$ cat src/rtl/ipsxe_floating_point_input_decode_round_v1_0.sv
// Front stage of the float-to-float converter: unpacks and classifies the input,
// rounds to nearest-even when narrowing and resolves exponent range into special codes.
module ipsxe_floating_point_input_decode_round_v1_0 #(
  parameter int FLOAT_IN_EXP   = 11,
  parameter int FLOAT_IN_FRAC  = 53,
  parameter int FLOAT_OUT_EXP  = 8,
  parameter int FLOAT_OUT_FRAC = 24,
  parameter int FRAC_MID_WIDTH = 24
) (
  input  logic                                  i_aclk,
  input  logic                                  i_areset,
  input  logic                                  i_aclken,
  input  logic                                  i_valid,
  input  logic [FLOAT_IN_EXP+FLOAT_IN_FRAC-1:0] i_data,
  output logic                                  o_valid,
  output logic                                  sign,
  output logic [FRAC_MID_WIDTH-1:0]             frac_mid,
  output logic [FLOAT_IN_EXP-1:0]               exp_in,
  output logic [1:0]                            case_judge,
  output logic                                  o_overflow,
  output logic                                  o_underflow,
  output logic                                  o_invalid
);

  localparam int IE     = FLOAT_IN_EXP;
  localparam int FW     = FLOAT_IN_FRAC - 1;
  localparam int EW     = FLOAT_IN_EXP + 2;
  localparam bit NARROW = (FLOAT_IN_FRAC > FLOAT_OUT_FRAC);
  localparam int BIAS_DIFF = (2**(FLOAT_OUT_EXP-1) - 1) - (2**(FLOAT_IN_EXP-1) - 1);
  localparam logic signed [EW-1:0] BIAS_DIFF_S   = EW'(BIAS_DIFF);
  localparam logic signed [EW-1:0] OUT_EXP_MAX_S = EW'(2**FLOAT_OUT_EXP - 1);

  logic          sign_raw;
  logic [IE-1:0] exp_raw;
  logic [FW-1:0] frac_raw;
  logic          exp_ones, exp_zero, frac_nz;
  logic [FRAC_MID_WIDTH-1:0] rnd_sum;

  assign sign_raw = i_data[IE+FW];
  assign exp_raw  = i_data[IE+FW-1:FW];
  assign frac_raw = i_data[FW-1:0];
  assign exp_ones = &exp_raw;
  assign exp_zero = ~|exp_raw;
  assign frac_nz  = |frac_raw;

  // Narrowing keeps OUT_FRAC-1 bits; the sum's MSB is the rounding carry.
  if (NARROW) begin : g_narrow
    localparam int KW = FLOAT_OUT_FRAC - 1;
    localparam int GB = FW - KW - 1;
    logic [KW-1:0] keep;
    logic          guard, sticky, inc;
    assign keep    = frac_raw[FW-1 -: KW];
    assign guard   = frac_raw[GB];
    assign sticky  = |frac_raw[GB-1:0];
    assign inc     = guard & (sticky | keep[0]);
    assign rnd_sum = {1'b0, keep} + {{KW{1'b0}}, inc};
  end else begin : g_widen
    assign rnd_sum = frac_raw;
  end

  // ---- stage 1: class, exponent, rounded fraction ----
  logic vld_p1_d, sign_p1_d, nan_p1_d, inf_p1_d, zero_p1_d, sub_p1_d;
  logic vld_p1_q, sign_p1_q, nan_p1_q, inf_p1_q, zero_p1_q, sub_p1_q;
  logic [IE-1:0]             exp_p1_d, exp_p1_q;
  logic [FRAC_MID_WIDTH-1:0] sum_p1_d, sum_p1_q;

  always_comb begin
    vld_p1_d  = i_valid;
    sign_p1_d = sign_raw;
    nan_p1_d  = exp_ones & frac_nz;
    inf_p1_d  = exp_ones & ~frac_nz;
    zero_p1_d = exp_zero;
    sub_p1_d  = exp_zero & frac_nz;
    exp_p1_d  = exp_raw;
    sum_p1_d  = rnd_sum;
  end

  always_ff @(posedge i_aclk or posedge i_areset) begin
    if (i_areset) begin
      vld_p1_q  <= 1'b0;
      sign_p1_q <= 1'b0;
      nan_p1_q  <= 1'b0;
      inf_p1_q  <= 1'b0;
      zero_p1_q <= 1'b0;
      sub_p1_q  <= 1'b0;
      exp_p1_q  <= '0;
      sum_p1_q  <= '0;
    end else if (i_aclken) begin
      vld_p1_q  <= vld_p1_d;
      sign_p1_q <= sign_p1_d;
      nan_p1_q  <= nan_p1_d;
      inf_p1_q  <= inf_p1_d;
      zero_p1_q <= zero_p1_d;
      sub_p1_q  <= sub_p1_d;
      exp_p1_q  <= exp_p1_d;
      sum_p1_q  <= sum_p1_d;
    end
  end

  // ---- stage 2: range checks and final bundle ----
  logic signed [EW-1:0] e_adj, e_chk;
  logic carry_p1, ovf_rng, unf_rng;

  assign carry_p1 = NARROW & sum_p1_q[FRAC_MID_WIDTH-1];
  assign e_adj    = $signed({2'b00, exp_p1_q}) + BIAS_DIFF_S;
  assign e_chk    = e_adj + $signed({{(EW-1){1'b0}}, carry_p1});
  assign ovf_rng  = NARROW && (e_chk >= OUT_EXP_MAX_S);
  assign unf_rng  = NARROW && (e_adj[EW-1] || (e_adj == '0));

  logic vld_p2_d, sign_p2_d, ovf_p2_d, unf_p2_d, inv_p2_d;
  logic vld_p2_q, sign_p2_q, ovf_p2_q, unf_p2_q, inv_p2_q;
  logic [FRAC_MID_WIDTH-1:0] frac_p2_d, frac_p2_q;
  logic [IE-1:0]             exp_p2_d, exp_p2_q;
  logic [1:0]                cj_p2_d, cj_p2_q;

  always_comb begin
    vld_p2_d  = vld_p1_q;
    sign_p2_d = sign_p1_q;
    frac_p2_d = '0;
    exp_p2_d  = '0;
    cj_p2_d   = 2'b01;
    ovf_p2_d  = 1'b0;
    unf_p2_d  = 1'b0;
    inv_p2_d  = 1'b0;
    if (nan_p1_q) begin
      cj_p2_d  = 2'b11;
      exp_p2_d = '1;
      inv_p2_d = 1'b1;
    end else if (inf_p1_q) begin
      exp_p2_d = '1;
    end else if (zero_p1_q) begin
      unf_p2_d = sub_p1_q;
    end else if (ovf_rng) begin
      exp_p2_d = '1;
      ovf_p2_d = 1'b1;
    end else if (unf_rng) begin
      unf_p2_d = 1'b1;
    end else begin
      cj_p2_d   = 2'b00;
      exp_p2_d  = exp_p1_q;
      frac_p2_d = sum_p1_q;
    end
  end

  always_ff @(posedge i_aclk or posedge i_areset) begin
    if (i_areset) begin
      vld_p2_q  <= 1'b0;
      sign_p2_q <= 1'b0;
      frac_p2_q <= '0;
      exp_p2_q  <= '0;
      cj_p2_q   <= '0;
      ovf_p2_q  <= 1'b0;
      unf_p2_q  <= 1'b0;
      inv_p2_q  <= 1'b0;
    end else if (i_aclken) begin
      vld_p2_q  <= vld_p2_d;
      sign_p2_q <= sign_p2_d;
      frac_p2_q <= frac_p2_d;
      exp_p2_q  <= exp_p2_d;
      cj_p2_q   <= cj_p2_d;
      ovf_p2_q  <= ovf_p2_d;
      unf_p2_q  <= unf_p2_d;
      inv_p2_q  <= inv_p2_d;
    end
  end

  assign o_valid     = vld_p2_q;
  assign sign        = sign_p2_q;
  assign frac_mid    = frac_p2_q;
  assign exp_in      = exp_p2_q;
  assign case_judge  = cj_p2_q;
  assign o_overflow  = ovf_p2_q;
  assign o_underflow = unf_p2_q;
  assign o_invalid   = inv_p2_q;

endmodule
$ cat config.mk
export PLATFORM = sky130hd
export DESIGN_NAME = ipsxe_floating_point_input_decode_round_v1_0
export DESIGN_NICKNAME = d
export VERILOG_FILES = /design/src/rtl/ipsxe_floating_point_input_decode_round_v1_0.sv
export SDC_FILE = /design/constraint.sdc
export NUM_CORES = 1
export LEC_CHECK = 0
export ABC_AREA = 1
export BUFFER_PORTS_ARGS = -buffer_cell sky130_fd_sc_hd__buf_2
export CAP_MARGIN = 40
export CORE_MARGIN = 3
export CORE_UTILIZATION = 55
export DETAILED_ROUTE_END_ITERATION = 10
export GPL_TIMING_DRIVEN = 0
export PLACE_DENSITY = 0.78
export SKIP_CTS_REPAIR_TIMING = 1
export SYNTH_ARGS = -nofsm -noshare
export SYNTH_HDL_FRONTEND = slang
export SYNTH_SLANG_ARGS = --single-unit
$ cat constraint.sdc
create_clock -name i_aclk -period 7 [get_ports i_aclk]
set_input_delay 1.4 -clock i_aclk [delete_from_list [all_inputs] [get_ports i_aclk]]
set_output_delay 1.4 -clock i_aclk [all_outputs]
set_load 0.005 [all_outputs]
==> summary.txt, run 1 <==
Clock network
  – CTS H-Tree Depth: 3
  – Clock Latency Late Sink: 0.35 ns
  – Worst-path clk slew: about 0.09 ns
  – Num CTS Buffers: 9
  – Clock root buffer: clkbuf_8
  – Clock tree buffer depth: 2
  – CTS tree: done
  – Sink Count: 82

Layout
  – Fin area: 0.00528 mm^2
  – Ant diodes: 0
  – Area growth, synth to finish: 20.6%
  – Post-Layout Cell Count: 786
  – Most frequent cells in the layout: 189 x nand2_1, 111 x buf_2, 82 x dfrtp_1
  – Fraction of layout cells with a size suffix above 1: roughly 24%
  – Multi-input gate area: 0.00202 mm^2
  – Commonest non-fill, non-tap cell in the layout: nand2_1
  – FF+latch area: 0.00205 mm^2
  – Final #Nets: ~760
  – Fill count: 641

Power
  – VDD IR-drop max: 135 uV
  – PwrDens: 209 mW/mm^2
  – Design Power: 1110 uW
  – Leak Pwr: 0.00275 uW

Floorplanning
  – Die Footprint: 0.00907 mm^2
  – Row cnt: 31
  – Starting density of the core: 58.5%
  – Chip height: between 90 and 100 um
  – # IOs: 110
  – Width of the chip: 95.3 um
  – Core ar.: 0.00749 mm^2

Global routing
  – All-layer global routing usage: between 20% and 30%
  – Vias in the first global route: about 4,200
  – Total gr overflow: 0
  – Initial antenna violation count: 0
  – First-pass GRT wire length: 19.8 mm
  – Largest net degree at the start of global routing: 60

Critical path
  – CP startpoint kind: primary input
  – CP cell instances: buf_2 -> nand2_1 -> inv_1 -> ha_1 -> nand2_1 -> nor2_1 -> nand2_1 -> nor2_2 -> nand2_1 -> nor4_1 -> xor2_1 -> nand2_1 -> nand2_1
  – WP buf/inv: 2
  – Crit-path most repeated cell: nand2_1
  – WP data required: 7.28 ns
  – Largest delay contributor family on the critical path: simple AND/OR/NAND/NOR gates
  – Max FO, Critical Path: 6
  – CP Class: in2reg
  – Slowest cell on crit path: nor4_1
  – WP data arrival: 3.21 ns
  – CP max stage delay: 0.30 ns
  – Endpoint class of the critical path: flip-flop

Routing
  – Initial DRT Pass Iterations: 5
  – Routed met3 length: 716 um
  – Final WL: 11.9 mm
  – 1st-iter DRT viols: 197
  – Met1 WL: 5.08 mm
  – Drt via density: 5.44
  – Routed vias: 4,279
  – WL met2: 5.88 mm
  – Top layer in use: met4
  – Antenna Violating Nets Remaining: 0
  – Drc violations: 0
  – DR WL/cell: roughly 15 um

Placement
  – DP HPWL: 9.29 mm
  – Dpl ws: between 3 and 4 ns
  – IO Port Bufs: 109
  – GPL Wtd Cong: around 0.9
  – Placed Cells incl. Taps: 770
  – Dpl cell area: around 0.0051 mm^2

Synth
  – Syn Area/Cell: 7.81 um^2
  – Synth Register Bits: 82
  – Mapped cell area: approximately 0.0044 mm^2
  – Syn Nets: 634
  – Yosys cell types: 32
  – Sequential-to-total area share from yosys stat: 46.8%
  – Syn. warnings: 0
  – Post-synth EDFFs: 0
  – Post-synth ARST share: 100%
  – Primary FF master, synth: dfrtp_1
  – Post-Synthesis Cells: 561

STA
  – Rel. slew slack: between 50% and 60%
  – Final setup vio count: 0
  – Unrepaired setup endpoints after global routing: no
  – FMAX: 342 MHz
  – Min Tclk post-route: roughly 3 ns
  – Final Hold Vio Count: 0
  – Final period utilization: 41.8%
  – Post-route setup slack: just over 4 ns
  – Setup total negative slack: 0 ns
  – Slew at the pin closest to its max-slew limit: about 0.65 ns
  – Clock skew: 0.00783 ns
  – Pins Over Slew Limit: 0

Min path
  – Min-delay worst type: reg2reg

Run
  – Max Cap Viol: 0

Outcome
  – Status: complete, no violations
-- flip-flops by register name, summed over array words and instances, names as in the netlist, 11 cells and up --
register,count
exp_p1_q,11
exp_in,11
frac_mid,24
sum_p1_q,24
-- kinds of logic (layout without fill, tap and decap cells) --
logic type,after synthesis,in the layout,synth area share (%)
compound gates,58,58,7.02
simple gates,339,339,35.9
buf+inv,68,194,7.05
xor+xnor,9,9,1.80
flops,82,82,46.8
fa+ha+maj,5,5,1.43
-- cells in the mapped netlist, types with 2 or more instances --
library cell	instances	area share [%]
a21oi_1	14	1.6
a31oi_1	4	0.57
buf_1	2	0.17
buf_12	2	0.91
buf_2	2	0.23
buf_4	3	0.51
clkbuf_1	14	1.2
dfrtp_1	82	47
ha_1	5	1.4
inv_1	43	3.7
nand2_1	189	16
nand2_2	5	0.71
nand3_1	30	3.4
nand3_2	19	4.3
nand3b_1	2	0.34
nand4_1	15	2.1
nor2_1	43	3.7
nor2_2	4	0.57
nor3_1	8	0.91
nor4_1	21	3.0
o21ai_0	35	4.0
o31ai_1	2	0.34
xnor2_1	4	0.80
xor2_1	5	1.0
-- worst reg2reg max path, stage by stage (launching register included) --
cell	delay (ns)
dfrtp_1	0.52
inv_1	0.12
ha_1	0.36
nand3_1	0.10
a21oi_1	0.04
nand4_1	0.16
nand2_1	0.12
nor2_2	0.27
buf_4	0.28
nand3_2	0.11
nand2_1	0.07
-- cell type report --
class / count / share of cell area, %
Sequential cell: 82 / 38.8
Multi-Input combinational cell: 411 / 38.3
Timing Repair Buffer: 110 / 10.8
Inverter: 44 / 3.17
Buffer: 24 / 2.72
Clock buffer: 9 / 2.34
Tap cell: 99 / 2.34
Clock inverter: 7 / 1.47
-- where the power goes --
part	internal, uW	switching, uW
clock	167	178
combinational	84.4	127
sequential	518	31.6
-- routing by layer --
layer	track usage, %	up-vias
met5	0	-
met4	8.17	0
met3	4.74	20
met2	48.6	162
met1	36.8	2022
li1	-	2075
-- metrics by stage --
step	hold WS [ns]	util, %
floorplan	0.450	-
global placement	0.457	67.5
detailed placement	0.460	67.9
CTS	0.484	70.6
global route	0.502	70.6
finish	0.479	70.6
-- final timing paths --
path | start | endpoint | slack (ns) | depth (start not counted)
min in group asynchronous | i_areset | exp_p1_q[4] | 1.01 | 2
hold / removal | frac_mid[5] | frac_mid[5] | 0.48 | 2
hold reg to reg | frac_mid[5] | frac_mid[5] | 0.48 | 2
setup reg to reg | exp_p1_q[7] | frac_mid[10] | 4.80 | 10
setup / recovery | i_data[29] | sum_p1_q[20] | 4.08 | 13
max in group asynchronous | i_areset | exp_in[0] | 5.39 | 3
Power figures use the tool's default switching activity.
==> inputs of run 2 (changes only) <==
--- a/config.mk
+++ b/config.mk
@@ -5,14 +5,14 @@
 export SDC_FILE = /design/constraint.sdc
 export NUM_CORES = 1
 export LEC_CHECK = 0
-export ABC_AREA = 1
+export ABC_AREA = 0
 export BUFFER_PORTS_ARGS = -buffer_cell sky130_fd_sc_hd__buf_2
 export CAP_MARGIN = 40
 export CORE_MARGIN = 3
-export CORE_UTILIZATION = 55
+export CORE_UTILIZATION = 53
 export DETAILED_ROUTE_END_ITERATION = 10
 export GPL_TIMING_DRIVEN = 0
-export PLACE_DENSITY = 0.78
+export PLACE_DENSITY = 0.76
 export SKIP_CTS_REPAIR_TIMING = 1
 export SYNTH_ARGS = -nofsm -noshare
 export SYNTH_HDL_FRONTEND = slang
==> constraint.sdc (replaced) <==
create_clock -name i_aclk -period 3 [get_ports i_aclk]
set_input_delay 0.6 -clock i_aclk [delete_from_list [all_inputs] [get_ports i_aclk]]
set_output_delay 0.6 -clock i_aclk [all_outputs]
set_load 0.005 [all_outputs]
==> run 2 against run 1 <==
Synthesized area is 1.1% lower; global-route usage down 5.2 points; synthesized cell count decreased by 25%; wire length is 12% lower; non-clock buffer count shrank 1; clock skew grew 0.0022 ns; via count decreased by 13%; cell count is 18% lower; largest cell class unchanged.
==> summary.txt, run 2 <==
Outcome
  – Status: complete, no violations (unchanged)

Clock network
  – Clock root buffer: clkbuf_8 (unchanged)
  – Clock Latency Late Sink: 0.36 ns (was 0.35 ns)
  – Sink Count: 82 (unchanged)
  – Num CTS Buffers: 9 (unchanged)
  – CTS H-Tree Depth: 3 (unchanged)
  – Worst-path clk slew: 0.09 ns (about the same)
  – CTS tree: done (unchanged)
  – Clock tree buffer depth: 2 (unchanged)

Synth
  – Post-synth EDFFs: 0 (unchanged)
  – Syn Area/Cell: 10.3 um^2 (was 7.81 um^2)
  – Top post-synthesis cells by area: dfrtp_1 47%, o2bb2ai_2 6.9%, mux2_2 3.9%, nor2_1 3.6%, xnor2_1 3.4% (was dfrtp_1 47%, nand2_1 16%, nand3_2 4.3%, o21ai_0 4.0%, inv_1 3.7%)
  – Top cells by count, synth: 82 x dfrtp_1, 42 x nor2_1, 31 x inv_1 (was 189 x nand2_1, 82 x dfrtp_1, 43 x inv_1, 43 x nor2_1, 35 x o21ai_0)
  – Synth Register Bits: 82 (unchanged)
  – Top-count cell post-synth: dfrtp_1 (was nand2_1)
  – Primary FF master, synth: dfrtp_1 (unchanged)
  – Mapped cell area: 0.00433 mm^2 (was 0.00438 mm^2)
  – Sequential-to-total area share from yosys stat: 47.4% (was 46.8%)
  – Post-synth ARST share: 100% (unchanged)
  – Yosys cell types: 55 (was 32)
  – Post-Synthesis Cells: 421 (was 561)
  – Syn Nets: 494 (was 634)
  – Post-synth top area share: 47.4% (was 46.8%)
  – Area leader, netlist: dfrtp_1 (unchanged)
  – Syn. warnings: 0 (unchanged)

Routing
  – Drt via density: 5.75 (was 5.44)
  – Drc violations: 0 (unchanged)
  – Final WL: 10.4 mm (was 11.9 mm)
  – DR WL/cell: 16.1 um (was 15.1 um)
  – 1st-iter DRT viols: 234 (was 197)
  – Routed vias: 3,725 (was 4,279)
  – Initial DRT Pass Iterations: 5 (unchanged)
  – Antenna Violating Nets Remaining: 0 (unchanged)

Layout
  – Most frequent cells in the layout: 110 x buf_2, 82 x dfrtp_1, 42 x nor2_1 (was 189 x nand2_1, 111 x buf_2, 82 x dfrtp_1)
  – Ant diodes: 0 (unchanged)
  – Final #Nets: 614 (was 755)
  – FF+latch area: 0.00205 mm^2 (unchanged)
  – Fill count: 652 (was 641)
  – Multi-input gate area: 0.00202 mm^2 (unchanged)
  – Area growth, synth to finish: 21.3% (was 20.6%)
  – Commonest non-fill, non-tap cell in the layout: buf_2 (was nand2_1)
  – Fraction of layout cells with a size suffix above 1: 31.9% (was 24.5%)

Placement
  – GPL Wtd Cong: 0.892 (was 0.919)
  – DP HPWL: 7.77 mm (was 9.29 mm)
  – IO Port Bufs: 108 (was 109)

Floorplanning
  – Row cnt: 32 (was 31)
  – # IOs: 110 (unchanged)
  – Core ar.: 0.00785 mm^2 (was 0.00749 mm^2)
  – Width of the chip: 96.4 um (was 95.3 um)
  – Starting density of the core: 55.2% (was 58.5%)
  – Chip height: 96.4 um (was 95.3 um)
  – Die Footprint: 0.00930 mm^2 (was 0.00907 mm^2)

Critical path
  – Beginning of the critical path: exp_p1_q[7] (was i_data[29])
  – Endpoint class of the critical path: flip-flop (unchanged)
  – CP Class: reg2reg (was in2reg)
  – Max FO, Critical Path: 10 (was 6)
  – WP data required: 3.28 ns (was 7.28 ns)
  – Worst reg2reg path startpoint: exp_p1_q[7] (unchanged)
  – CP startpoint kind: flip-flop (was primary input)
  – WP data arrival: 3.11 ns (was 3.21 ns)

Global routing
  – Vias in the first global route: 3,533 (was 4,229)
  – All-layer global routing usage: 23.0% (was 28.3%)
  – Largest net degree at the start of global routing: 67 (was 60)
  – Total gr overflow: 0 (unchanged)
  – First-pass GRT wire length: 16.6 mm (was 19.8 mm)
  – Initial antenna violation count: 0 (unchanged)

Power
  – VDD IR-drop max: 250 uV (was 135 uV)
  – PwrDens: 500 mW/mm^2 (was 209 mW/mm^2)
  – Leak Pwr: 0.00239 uW (was 0.00275 uW)
  – Design Power: 2630 uW (was 1110 uW)

STA
  – Pins Over Slew Limit: 0 (unchanged)
  – Setup total negative slack: 0 ns (unchanged)
  – Slew at the pin closest to its max-slew limit: 0.953 ns (was 0.646 ns)
  – FMAX: 354 MHz
  – Final setup vio count: 0 (unchanged)
  – Final Hold Vio Count: 0 (unchanged)
  – Worst hold slack: 0.162 ns (was 0.479 ns)
  – Min Tclk post-route: between 2 and 3 ns
  – Rel. slew slack: 36.4% (was 56.9%)
  – Final period utilization: 94.1%
  – Clock skew: 0.0100 ns (was 0.00783 ns)
  – Unrepaired setup endpoints after global routing: no (unchanged)

Min path
  – Min-delay worst type: in2async (was reg2reg)

Run
  – Max Cap Viol: 0 (unchanged)
[run 2: layer usage]
| metal | global-route usage (%) | vias up | part of all wire (%) |
|---|---|---|---|
| li1 | - | 1770 | - |
| met1 | 32.3 | 1799 | 45 |
| met2 | 36.2 | 141 | 47 |
| met3 | 3.80 | 15 | 6.3 |
| met4 | 8.41 | 0 | 1.6 |
| met5 | 0 | - | 0 |
[run 2: per-stage QoR]
| stage | instance area, um^2 | cells | util (%) | worst slack (ns) |
|---|---|---|---|---|
| after detailed placement | 5030 | 632 | 64.1 | 0.201 |
| after global placement | 5000 | 631 | 63.7 | -0.607 |
| final | 5260 | 648 | 67.0 | 0.177 |
| after CTS | 5260 | 648 | 67.0 | 0.161 |
| after global routing | 5260 | 648 | 67.0 | 0.0183 |
| after floorplan | 4330 | 421 | - | 0.292 |
[run 2: worst paths after layout]
check                                     to  slack (ns)  depth (start not counted)
worst max register to register  frac_mid[17]        0.18                          9
max in group asynchronous        exp_p1_q[0]        2.25                          3
worst min-delay path             sum_p1_q[3]        0.16                          2
min in group i_aclk                 vld_p1_q        0.48                          2
worst max-delay path            frac_mid[17]        0.18                          9
worst min register to register  frac_mid[11]        0.49                          1
[run 2: kinds of logic after synthesis]
family | after synthesis | synth area share, %
compound gates | 97 | 18.4
mux | 15 | 3.90
fa+ha+maj | 5 | 1.44
xor+xnor | 24 | 5.17
flops | 82 | 47.4
buf+inv | 56 | 6.01
simple gates | 142 | 17.7
[run 2: worst max-delay path, stage by stage, from the launching register on]
cell       delay [ns]
dfrtp_1          0.48
inv_1            0.10
ha_1             0.36
and4bb_1         0.36
xnor3_1          0.31
o22a_1           0.23
or4_4            0.50
buf_6            0.16
buf_12           0.14
o2bb2ai_2        0.11
[run 2: where the power goes]
part	leakage, uW	internal [uW]	switching [uW]	total (uW)
clock	0.000113	483	433	916
sequential	0.000998	1200	75.7	1270
combinational	0.00128	201	240	440
[run 2: area by class of cell]
type	instances	area share, %
plain buffers	24	2.69
clock buffers	10	2.43
clock inverters	6	1.86
inverters	32	2.33
multi-input cells	283	38.4
flip-flops and latches	82	39.0
well taps	102	2.43
repair buffers	109	10.8
==> inputs of run 3 (changes only) <==
--- a/config.mk
+++ b/config.mk
@@ -8,11 +8,13 @@
 export ABC_AREA = 0
 export BUFFER_PORTS_ARGS = -buffer_cell sky130_fd_sc_hd__buf_2
 export CAP_MARGIN = 40
+export CORE_ASPECT_RATIO = 1.75
 export CORE_MARGIN = 3
 export CORE_UTILIZATION = 53
 export DETAILED_ROUTE_END_ITERATION = 10
 export GPL_TIMING_DRIVEN = 0
 export PLACE_DENSITY = 0.76
+export SETUP_SLACK_MARGIN = 0.05
 export SKIP_CTS_REPAIR_TIMING = 1
 export SYNTH_ARGS = -nofsm -noshare
 export SYNTH_HDL_FRONTEND = slang
==> run 3 against run 2 <==
Clock skew is 0.0035 ns lower; first-iteration DRC count rose by 38%; critical path depth unchanged; power rose by 9.2%; flip-flop and latch count unchanged; hold slack improved by 0.018 ns; register-to-register slack is essentially flat; sequential share of layout area decreased by 0.52 points; critical path type unchanged; largest power group unchanged; highest routed layer unchanged.
==> summary.txt, run 3 (synthesized netlist as in run 2, its figures left out) <==
Outcome
  – Status: complete, no violations (unchanged)

STA
  – Rel. slew slack: 28.3% (was 36.4%)
  – Final setup vio count: 0 (unchanged)
  – Worst hold slack: 0.180 ns (was 0.162 ns)
  – Pins Over Slew Limit: 0 (unchanged)
  – Slew at the pin closest to its max-slew limit: 1.08 ns (was 0.953 ns)
  – Min Tclk post-route: 2.81 ns (was 2.82 ns)
  – FMAX: 356 MHz (was 354 MHz)
  – Final period utilization: 93.7% (was 94.1%)
  – Unrepaired setup endpoints after global routing: no (unchanged)
  – Final Hold Vio Count: 0 (unchanged)
  – Post-route setup slack: 0.188 ns (was 0.177 ns)
  – Clock skew: 0.00647 ns (was 0.0100 ns)

Power
  – Comb pwr share: 15.7% (was 16.7%)
  – Leak Pwr: 0.00242 uW (was 0.00239 uW)
  – Cell Int Power: 2120 uW (was 1880 uW)
  – Sw power: 749 uW (about the same)
  – Flop pwr share: 44.3% (was 48.4%)
  – Switching Share: 26.1% (was 28.5%)
  – PwrDens: 539 mW/mm^2 (was 500 mW/mm^2)
  – Clock share of power: 40.0% (was 34.8%)
  – VDD IR-drop max: 369 uV (was 250 uV)

Layout
  – Fin area: 0.00533 mm^2 (was 0.00526 mm^2)
  – Most frequent cells in the layout: 111 x buf_2, 82 x dfrtp_1, 42 x nor2_1 (was 110 x buf_2, 82 x dfrtp_1, 42 x nor2_1)
  – Commonest non-fill, non-tap cell in the layout: buf_2 (unchanged)
  – Final #Nets: 614 (unchanged)
  – Area growth, synth to finish: 23.0% (was 21.3%)
  – Fraction of layout cells with a size suffix above 1: 31.7% (was 31.9%)

Routing
  – Final WL: 11.4 mm (was 10.4 mm)
  – Initial DRT Pass Iterations: 5 (unchanged)
  – DR WL/cell: 18.0 um (was 16.1 um)
  – 1st-iter DRT viols: 323 (was 234)
  – Drc violations: 0 (unchanged)
  – Antenna Violating Nets Remaining: 0 (unchanged)
  – Drt via density: 6.11 (was 5.75)
  – Routed vias: 3,888 (was 3,725)

Critical path
  – WP data required: 3.26 ns (was 3.28 ns)
  – CP Class: reg2reg (unchanged)
  – CP startpoint kind: flip-flop (unchanged)
  – Endpoint class of the critical path: flip-flop (unchanged)
  – WP data arrival: 3.07 ns (was 3.11 ns)
  – Max FO, Critical Path: 10 (unchanged)

Clock network
  – Sink Count: 82 (unchanged)
  – Num CTS Buffers: 9 (unchanged)
  – Worst-path clk slew: 0.06 ns (was 0.09 ns)
  – Clock Latency Late Sink: 0.34 ns (was 0.36 ns)
  – CTS tree: done (unchanged)
  – CTS H-Tree Depth: 3 (unchanged)
  – Clock root buffer: clkbuf_16 (was clkbuf_8)
  – Clock tree buffer depth: 2 (unchanged)

Global routing
  – Vias in the first global route: 3,913 (was 3,533)
  – Total gr overflow: 0 (unchanged)
  – Largest net degree at the start of global routing: 69 (was 67)
  – First-pass GRT wire length: 18.5 mm (was 16.6 mm)
  – Initial antenna violation count: 1 (was 0)
  – All-layer global routing usage: 25.7% (was 23.0%)

Placement
  – DP HPWL: 8.42 mm (was 7.77 mm)
  – IO Port Bufs: 108 (unchanged)
  – Dpl cell area: 0.00502 mm^2 (was 0.00503 mm^2)
  – GPL Wtd Cong: 0.872 (was 0.892)
  – Dpl ws: 0.153 ns (was 0.201 ns)

Floorplanning
  – Row cnt: 43 (was 32)
  – Starting density of the core: 54.4% (was 55.2%)
  – # IOs: 110 (unchanged)
  – Die Footprint: 0.00934 mm^2 (was 0.00930 mm^2)
  – Chip height: 126 um (was 96.4 um)
  – Core ar.: 0.00796 mm^2 (was 0.00785 mm^2)
  – Width of the chip: 74.4 um (was 96.4 um)

Run
  – Max Cap Viol: 0 (unchanged)

Min path
  – Min-delay worst type: in2async (unchanged)
## run 3: changes by cell type in the layout (fill, tap and decap cells not counted), sizes merged
cell / previous run / this run
buf: 117 / 118
clkbuf: 26 / 25
clkinvlp: 0 / 2
diode: 0 / 1
inv: 35 / 32
## run 3: worst paths after layout
path	from	to	slack, ns	cells past startpoint
worst max-delay path	exp_p1_q[7]	frac_mid[18]	0.19	9
worst min-delay path	i_areset	exp_in[7]	0.18	2
worst max register to register	exp_p1_q[7]	frac_mid[18]	0.19	9
worst min register to register	frac_mid[14]	frac_mid[14]	0.48	1
max in group asynchronous	i_areset	sum_p1_q[14]	2.22	3
min in group i_aclk	frac_mid[14]	frac_mid[14]	0.48	1
## run 3: cell type report
type / count / area [um^2]
antenna: 1 / 2.50
buffer: 24 / 141
clock buffer: 10 / 229
clock inverter: 5 / 80.1
fill: 656 / 2630
inverter: 32 / 123
multi-input combinational: 283 / 2020
sequential: 82 / 2050
tap: 90 / 113
timing repair buffer: 109 / 568
## run 3: worst max-delay path: stages, from the launching register on
cell and delay (ns):
dfrtp_1 0.48, inv_1 0.10, ha_1 0.35, and4bb_1 0.36, xnor3_1 0.32, o22a_1 0.22, or4_4 0.48, buf_6 0.16
buf_12 0.15, o2bb2ai_2 0.11
## run 3: routing by layer
layer / wire length [um] / GRT usage (%)
met1: 4310 / 30.7
met2: 6080 / 43.5
met3: 590 / 4.07
met4: 472 / 12.9
met5: 0 / 0
## run 3: through the flow
step / utilization [%] / power [uW] / TNS [ns] / instances
global route: 66.9 / 3000 / 0 / 636
global placement: 62.6 / 1710 / -51.35 / 619
finish: 66.9 / 2870 / 0 / 636
CTS: 66.9 / 2890 / 0 / 635
detailed placement: 63.0 / 1740 / 0 / 620
floorplan: - / 1540 / 0 / 421
## run 3: power groups by stage
stage                     logic (uW)  clock network (uW)  registers (uW)
final                            451                1150            1270
after global routing             503                1220            1280
after CTS                        452                1170            1270
after floorplan                  261                   0            1280
after detailed placement         447                   0            1290
after global placement           431                   0            1280
